## src/rtl/serial_pkg.sv

```systemverilog
// Shared types and constants for the serial nibble receiver.
// State encodings are fixed so they stay stable across debug tooling.
package serial_pkg;

    localparam int NIBBLE_W = 4;
    localparam int BITCNT_W = 2;

    typedef enum logic [1:0] {
        ST_IDLE   = 2'b00,
        ST_DATA   = 2'b01,
        ST_PARITY = 2'b10
    } state_t;

    // Even parity: data ones plus the parity bit must sum to an even count.
    function automatic logic even_parity_ok(input logic [NIBBLE_W-1:0] data, input logic par);
        return ((^data) == par);
    endfunction

endpackage

```

## src/rtl/nibble_shift_reg.sv

```systemverilog
// 4-bit serial shift register; the first bit lands in bit 0 (LSB_FIRST=1) or bit 3.
// One-cycle update; clear beats shift; 'shifted' previews the value after a shift.
module nibble_shift_reg
    import serial_pkg::*;
#(
    parameter bit LSB_FIRST = 1'b1
) (
    input  logic                clk,
    input  logic                reset,
    input  logic                clear,
    input  logic                shift,
    input  logic                bit_in,
    output logic [NIBBLE_W-1:0] value,
    output logic [NIBBLE_W-1:0] shifted
);

    assign shifted = LSB_FIRST ? {bit_in, value[NIBBLE_W-1:1]}
                               : {value[NIBBLE_W-2:0], bit_in};

    always_ff @(posedge clk or posedge reset) begin
        if (reset) begin
            value <= '0;
        end else if (clear) begin
            value <= '0;
        end else if (shift) begin
            value <= shifted;
        end
    end

endmodule

```

## src/rtl/serial_nibble_receiver.sv

```systemverilog
// Frames start + 4 data bits (+ even parity) into a checked nibble for the downstream register.
// Outputs registered one cycle after the final bit; bit_valid low simply stalls the frame.
module serial_nibble_receiver
    import serial_pkg::*;
#(
    parameter bit PARITY_EN = 1'b1,
    parameter bit LSB_FIRST = 1'b1
) (
    input  logic                clk,
    input  logic                reset,
    input  logic                start,
    input  logic                bit_in,
    input  logic                bit_valid,
    output logic [NIBBLE_W-1:0] nibble,
    output logic                nibble_valid,
    output logic                parity_err,
    output logic                busy
);

    state_t                state, next_state;
    logic [BITCNT_W-1:0]   cnt, cnt_next;
    logic                  sr_clear, sr_shift;
    logic                  commit, perr;
    logic [NIBBLE_W-1:0]   sr_value, sr_shifted, commit_data;

    nibble_shift_reg #(.LSB_FIRST(LSB_FIRST)) u_shift (
        .clk     (clk),
        .reset   (reset),
        .clear   (sr_clear),
        .shift   (sr_shift),
        .bit_in  (bit_in),
        .value   (sr_value),
        .shifted (sr_shifted)
    );

    always_ff @(posedge clk or posedge reset) begin
        if (reset) begin
            state <= ST_IDLE;
            cnt   <= '0;
        end else begin
            state <= next_state;
            cnt   <= cnt_next;
        end
    end

    // start always wins: it restarts the frame and discards any same-cycle bit.
    always_comb begin
        next_state  = state;
        cnt_next    = cnt;
        sr_clear    = 1'b0;
        sr_shift    = 1'b0;
        commit      = 1'b0;
        perr        = 1'b0;
        commit_data = sr_value;
        case (state)
            ST_IDLE: begin
                if (start) begin
                    next_state = ST_DATA;
                    cnt_next   = '0;
                    sr_clear   = 1'b1;
                end
            end
            ST_DATA: begin
                if (start) begin
                    cnt_next = '0;
                    sr_clear = 1'b1;
                end else if (bit_valid) begin
                    sr_shift = 1'b1;
                    cnt_next = cnt + 1'b1;
                    if (cnt == BITCNT_W'(NIBBLE_W - 1)) begin
                        cnt_next = '0;
                        if (PARITY_EN) begin
                            next_state = ST_PARITY;
                        end else begin
                            next_state  = ST_IDLE;
                            commit      = 1'b1;
                            commit_data = sr_shifted;
                        end
                    end
                end
            end
            ST_PARITY: begin
                if (start) begin
                    next_state = ST_DATA;
                    cnt_next   = '0;
                    sr_clear   = 1'b1;
                end else if (bit_valid) begin
                    next_state = ST_IDLE;
                    if (even_parity_ok(sr_value, bit_in)) begin
                        commit = 1'b1;
                    end else begin
                        perr = 1'b1;
                    end
                end
            end
            default: begin
                next_state = ST_IDLE;
                cnt_next   = '0;
            end
        endcase
    end

    always_ff @(posedge clk or posedge reset) begin
        if (reset) begin
            nibble       <= '0;
            nibble_valid <= 1'b0;
            parity_err   <= 1'b0;
        end else begin
            if (commit) begin
                nibble <= commit_data;
            end
            nibble_valid <= commit;
            parity_err   <= perr;
        end
    end

    assign busy = (state != ST_IDLE);

endmodule
```

## config.mk

```make
export PLATFORM = sky130hd
export DESIGN_NAME = serial_nibble_receiver
export DESIGN_NICKNAME = d
export VERILOG_FILES = /design/src/rtl/serial_pkg.sv /design/src/rtl/nibble_shift_reg.sv /design/src/rtl/serial_nibble_receiver.sv
export SDC_FILE = /design/constraint.sdc
export NUM_CORES = 1
export LEC_CHECK = 0
export BUFFER_PORTS_ARGS = -buffer_cell sky130_fd_sc_hd__buf_2
export CAP_MARGIN = 5
export CORE_MARGIN = 1
export CORE_UTILIZATION = 50
export CTS_CLUSTER_DIAMETER = 80
export CTS_CLUSTER_SIZE = 16
export DETAILED_ROUTE_END_ITERATION = 8
export PLACE_DENSITY = 0.81
export SLEW_MARGIN = 20
export SYNTH_ARGS = -nofsm -noshare
export SYNTH_HDL_FRONTEND = slang
export SYNTH_SLANG_ARGS = --single-unit
```

## constraint.sdc

```tcl
create_clock -name clk -period 2.6 [get_ports clk]
set_input_delay 0.13 -clock clk [delete_from_list [all_inputs] [get_ports clk]]
set_output_delay 0.13 -clock clk [all_outputs]
set_load 0.02 [all_outputs]
```

==> reports/summary.txt, run 1 <==
WL final = 1.146 mm
Biggest cell delay along the critical path = 0.45 ns
First-pass GRT wire length = 1.849 mm
Crit-path max FO = 5
Critical Path RT = 2.77 ns
Global placement routability congestion = 0.7512
Area Growth Syn to Fin = 14.88%
Cell Pwr Density = 514.6 nW/um2
Total net switching power = 0.09867 mW
Largest delay share family, worst path = XOR/XNOR gates
Final clock period utilization by the worst path = 61.91%
Net Count, Synth = 75
CP Capture Type = flop
DR vias/cell = 5.381
Seq pwr share = 53.6%
FF+latch count, synth = 14
Final hold vios = 0
Worst-Skew Late Latency = 0.27 ns
Combinational share of power = 10.5%
Clock skew = 0.0004777 ns
Total Power = 0.4275 mW
Reg2Reg Launch Point = u_shift.value[3]
DP Wirelength = 855.2 um
Worst Path Arrival = 1.78 ns
Slew HR = 65.35%
Placed inst area = 784.5 um2
Synth area leaders = dfrtp_1 (48%), mux2_4 (6.2%), a21oi_1 (4.8%)
Antenna cells = 0
Post-synth EDFFs = 0
Placed Cells incl. Taps = 92
Setup violations, final = 0
Post-Layout Inst Area = 830.8 um2
Sw Share = 23.08%
Final net count = 89
Share of layout cells above drive strength 1 = 30.49%
Largest vdd supply drop = 0.2484 mV
Fillers = 112
Hold wc startpoint = start
Post-synth top flop = dfrtp_1
Vias in the first global route = 474
Register area = 350.3 um2
Total GRT Usage = 17.82%
I/O pin cnt = 12
Area leader, netlist = dfrtp_1
Mapped Cells = 69
Die Footprint = 1602 um2
Worst Hold Slack = 0.08544 ns
Critical path class = reg2reg
Crit-path cells = xnor2_2, xnor3_2, nand2_4, mux2_4
Slack of the critical path = 0.9904 ns
Routed via count = 522
Largest net degree at the start of global routing = 15
CTS Sinks = 14
Status = finished clean
CTS tree = built
Drt drc = 0
Setup_tns = 0 ns
Core Area = 1318 um2
Multi-input gate area = 345.3 um2
Chip height = 40.03 um
Initial antenna violation count = 0
Util after Layout = 63.06%
Post-synthesis sequential area ratio = 48.44%
Starting density of the core = 54.89%
# rows = 13
Crit-path slowest cell = dfrtp_1
Cell variety after synth = 28
CP Buf/Inv Count = 0
Syn_area_per_cell = 10.48 um2
CP startpoint = u_shift.value[3]
Startpoint Class = flop
Avg WL per Cell = 11.81 um
First drt pass iteration count = 5
Clk slew on worst S/H paths = 0.08 ns
Clock Power Share = 35.9%
Synth Cell Area = 723.2 um2
P_int = 0.3288 mW
RSZ-0062 raised after global routing = false
Commonest cells after routing, fill and taps aside = dfrtp_1 (14), buf_2 (11), a21oi_1 (7)
Tightest Hold Check Type = in2reg
Yosys warns = 0
Root buffer cell = clkbuf_4
Bufs on Longest Clock Path = 2
Synth top area share = 48.44%
H-tree depth = 1
Total grt overflow = 0
F_max = 621.3 MHz
Final Non-Filler Cells = 97
Slew @ Worst Pin = 0.5192 ns
Pleak = 0.4200 nW
Commonest non-fill, non-tap cell in the layout = dfrtp_1
TritonCTS buffer count = 3
DR iter-0 viols = 14
Setup slack at placement = 0.9967 ns
Slew Limit Fails = 0
Chip width = 40.03 um
Min Clock Period, post-route = 1.610 ns
MaxCap Viol Count = 0
Port Buffers = 11
Final ANT Viol Nets = 0
Post-synth ARST share = 100.0%
synth_stat cells, drive strengths merged, types with 2 or more instances:
master	instances
dfrtp	14
a21oi	7
nand2	7
o21ai	6
inv	4
nor2	4
a22oi	3
mux2	3
nor2b	3
clkbuf	2
nand3	2
xnor2	2
worst paths after layout:
path                             end  slack [ns]  cells after the start
setup / recovery           nibble[2]        0.99                      4
hold / removal                cnt[1]        0.09                      2
setup reg to reg           nibble[2]        0.99                      4
hold reg to reg            nibble[1]        0.51                      1
max in group asynchronous   state[1]        1.83                      3
min in group asynchronous     cnt[0]        0.43                      3
worst register-to-register path: cells and delay by family (launching register included):
kind | cells | cell delay (ns)
xor+xnor | 2 | 0.63
flops | 1 | 0.45
mux | 1 | 0.30
simple gates | 1 | 0.12
power groups by stage:
stage	registers (mW)	logic, mW	clock network, mW
2_1_floorplan	0.231	0.0365	0
3_3_place_gp	0.233	0.0433	0
3_5_place_dp	0.233	0.0446	0
4_1_cts	0.229	0.0461	0.159
5_1_grt	0.230	0.0501	0.165
6_report	0.229	0.0451	0.153
layer usage:
metal,vias up,track usage (%),routed length (um),share of wire [%]
met5,-,0,0,0
met4,0,10.34,10,0.87
met3,2,3.333,45,3.9
met2,13,31.05,571,50
met1,244,20.00,518,45
li1,263,-,-,-
sequential cells by signal, summed over array words and instances (netlist names):
register	flops
u_shift.value	4
parity_err	1
state	2
nibble	4
nibble_valid	1
cnt	2
repair_timing:
| item | in CTS | in global routing |
|---|---|---|
| setup buffers | 0 | 0 |
| resized for setup | 0 | 0 |
| hold endpoints to repair | 14 | 0 |
| hold buffers | 1 | 0 |
kinds of logic (layout without fill, tap and decap cells):
| group | Yosys count | count (layout) | share of synthesized area, % |
|---|---|---|---|
| multiplexers | 3 | 3 | 6.228 |
| adder cells (fa/ha/maj) | 1 | 1 | 1.730 |
| flip-flops | 14 | 14 | 48.44 |
| AND/OR/NAND/NOR | 21 | 21 | 16.26 |
| AO/OA/AOI/OAI | 19 | 19 | 15.57 |
| XOR/XNOR | 4 | 4 | 7.959 |
| buffers and inverters | 7 | 20 | 3.805 |
final cells by class:
type | count | area share [%]
clock buffer | 4 | 4.367
inverter | 4 | 1.807
sequential | 14 | 42.17
timing repair buffer | 12 | 7.831
tap | 15 | 2.259
multi-input combinational | 48 | 41.57
(Power assumes the default switching activity.)
==> run 2, diff against run 1 <==
--- a/config.mk
+++ b/config.mk
@@ -5,14 +5,15 @@
 export SDC_FILE = /design/constraint.sdc
 export NUM_CORES = 1
 export LEC_CHECK = 0
+export ABC_AREA = 1
 export BUFFER_PORTS_ARGS = -buffer_cell sky130_fd_sc_hd__buf_2
 export CAP_MARGIN = 5
 export CORE_MARGIN = 1
-export CORE_UTILIZATION = 50
+export CORE_UTILIZATION = 47
 export CTS_CLUSTER_DIAMETER = 80
 export CTS_CLUSTER_SIZE = 16
 export DETAILED_ROUTE_END_ITERATION = 8
-export PLACE_DENSITY = 0.81
+export PLACE_DENSITY = 0.8
 export SLEW_MARGIN = 20
 export SYNTH_ARGS = -nofsm -noshare
 export SYNTH_HDL_FRONTEND = slang
==> constraint.sdc (replaced) <==
create_clock -name clk -period 1.4 [get_ports clk]
set_input_delay 0.07 -clock clk [delete_from_list [all_inputs] [get_ports clk]]
set_output_delay 0.07 -clock clk [all_outputs]
set_load 0.02 [all_outputs]
==> run 2 against run 1 <==
Net effect:
- flip-flop and latch count is the same
- clock power rose by 87%
- setup slack lost 0.82 ns
- largest power group unchanged
- highest routed layer unchanged
==> reports/summary.txt, run 2 <==
Status = finished clean
Cell variety after synth = 18 (-36%)
Worst hold endpoint = cnt[0]
DR vias/cell = 4.939 (-8.2%)
CP Capture Type = flop
Critical path class = reg2reg
TritonCTS buffer count = 3 (unchanged)
R2R Path End = nibble[3]
Cell Pwr Density = 1508 nW/um2 (+190%)
Drt drc = 0 (unchanged)
Post-synth top flop = dfrtp_1
Starting density of the core = 52.36% (-2.5 points)
Critical Path RT = 1.58 ns (-1.19 ns)
Fillers = 117 (+4.5%)
Total Power = 1.247 mW (+190%)
Port Buffers = 11 (unchanged)
Global placement routability congestion = 0.8721 (+16%)
Final clock period utilization by the worst path = 87.82% (+26 points)
Post-synth EDFFs = 0 (unchanged)
Tightest Hold Check Type = in2reg
Total grt overflow = 0 (unchanged)
Initial antenna violation count = 0 (unchanged)
Most frequent cells after synthesis = nand2_1 (23), dfrtp_1 (14), inv_1 (8)
Most numerous cell in the Yosys netlist = nand2_1
WL final = 1.190 mm (+3.8%)
H-tree depth = 1 (unchanged)
CTS tree = built
Synth top area share = 49.56% (+1.1 points)
# rows = 13 (unchanged)
Syn_area_per_cell = 8.416 um2 (-20%)
Routed via count = 568 (+8.8%)
Area leader, netlist = dfrtp_1
Chip width = 40.78 um (+1.9%)
Chip height = 40.78 um (+1.9%)
Pleak = 0.4534 nW (+7.9%)
Worst Path Arrival = 1.40 ns (-0.38 ns)
Avg WL per Cell = 10.35 um (-12%)
Post-synthesis sequential area ratio = 49.56% (+1.1 points)
Antenna cells = 0 (unchanged)
F_max = 813.3 MHz (+31%)
Reg2Reg Setup Slack = 0.17 ns (-0.82 ns)
Setup violations, final = 0 (unchanged)
DP Wirelength = 956.6 um (+12%)
Crit-path max FO = 6 (+1)
Bufs on Longest Clock Path = 2 (unchanged)
Total GRT Usage = 18.68% (+0.86 points)
Synth area leaders = dfrtp_1 (50%), nand2_1 (12%), o21ai_1 (4.2%)
Slew HR = 66.30% (+0.95 points)
I/O pin cnt = 12 (unchanged)
Root buffer cell = clkbuf_4
DR iter-0 viols = 10 (-4)
Slack of the critical path = 0.1705 ns (-0.8199 ns)
CTS Sinks = 14 (unchanged)
Startpoint Class = flop
Largest net degree at the start of global routing = 15 (unchanged)
Commonest non-fill, non-tap cell in the layout = nand2_1
Vias in the first global route = 503 (+6.1%)
Worst Reg-to-Reg Cells = 6 (+2)
Hold path cells = 2 (unchanged)
MaxCap Viol Count = 0 (unchanged)
Register area = 350.3 um2 (unchanged)
Clk slew on worst S/H paths = 0.08 ns (about the same)
FF+latch count, synth = 14 (unchanged)
Largest vdd supply drop = 0.6714 mV (+170%)
Multi-input gate area = 311.5 um2 (-9.8%)
Final hold vios = 0 (unchanged)
Top Registers = nibble: 4 flops, u_shift.value: 4 flops
Setup slack at placement = 0.1910 ns (-0.8057 ns)
RSZ-0062 raised after global routing = false
First-pass GRT wire length = 1.952 mm (+5.6%)
Setup Buffers After CTS = 0 (unchanged)
Util after Layout = 61.26% (-1.8 points)
Hold wc startpoint = start
Area Growth Syn to Fin = 16.99%
Die Footprint = 1663 um2 (+3.8%)
Yosys warns = 0 (unchanged)
Setup_tns = 0 ns (unchanged)
Mapped Cells = 84 (+22%)
Reg2Reg Launch Point = state[0]
Net Count, Synth = 90 (+20%)
Slew @ Worst Pin = 0.5049 ns (-0.01428 ns)
Post-synth ARST share = 100.0% (unchanged)
Final net count = 107 (+20%)
Min Clock Period, post-route = 1.230 ns (-0.3801 ns)
Post_cts resized = 0 (unchanged)
Worst-Skew Late Latency = 0.28 ns (about the same)
First drt pass iteration count = 2 (-3)
Core Area = 1350 um2 (+2.5%)
Final ANT Viol Nets = 0 (unchanged)
Commonest cells after routing, fill and taps aside = nand2_1 (23), dfrtp_1 (14), buf_2 (11)
Clock skew = 0.002327 ns (+0.001850 ns)
Synth Cell Area = 706.9 um2 (-2.2%)
Share of layout cells above drive strength 1 = 25.00% (-5.5 points)
Slew Limit Fails = 0 (unchanged)
==> run 2: per-stage QoR <==
stage          cell area, um2  cells  hold WS, ns
5_1_grt                 827.0    115      0.04803
3_3_place_gp            780.7    110       0.1355
4_1_cts                 827.0    115      0.04346
6_report                827.0    115      0.05008
2_1_floorplan           706.9     84     -0.04078
3_5_place_dp            780.7    110       0.1227
==> run 2: repair_timing <==
| item | CTS | global route |
|---|---|---|
| setup endpoints to repair | 0 | 0 |
| hold buffers | 1 | 0 |
| endpoints found under the hold margin | 14 | 0 |
==> run 2: worst max-delay path by stage <==
stage | start | to | slack, ns
2_1_floorplan | state[0] | nibble[2] | 0.31
3_3_place_gp | state[0] | nibble[0] | 0.22
3_5_place_dp | state[0] | nibble[3] | 0.19
4_1_cts | state[0] | nibble[3] | 0.18
5_1_grt | u_shift.value[0] | nibble[1] | 0.05
6_report | state[0] | nibble[3] | 0.17
==> run 2: cell families after synthesis <==
logic type      share of synthesized area, %
compound gates                         10.09
xor+xnor                               2.302
fa+ha+maj                              1.770
buf+inv                                6.371
flops                                  49.56
simple gates                           29.91
==> run 2: cell type report <==
cell class | count | share of cell area, %
Clock buffer | 4 | 4.387
Inverter | 12 | 5.446
Multi-Input combinational cell | 58 | 37.67
Sequential cell | 14 | 42.36
Tap cell | 15 | 2.269
Timing Repair Buffer | 12 | 7.867
==> run 2: layer usage <==
metal,GRT usage (%),wire length (um)
met2,29.30,520
met5,0,0
met3,6.522,49
met1,23.13,601
met4,7.500,18
==> run 2: power breakdown <==
group          internal, mW  switching, mW
registers             0.473         0.0664
clock network         0.158          0.128
logic                 0.142          0.280
total                 0.773          0.475
==> run 2: worst max-delay path, stage by stage, from the launching register on <==
cell and delay, ns:
dfrtp_1 0.41, inv_2 0.10, nand2_1 0.09, nor3_4 0.23, nand3_2 0.16, nand2_1 0.09
nand2_1 0.05
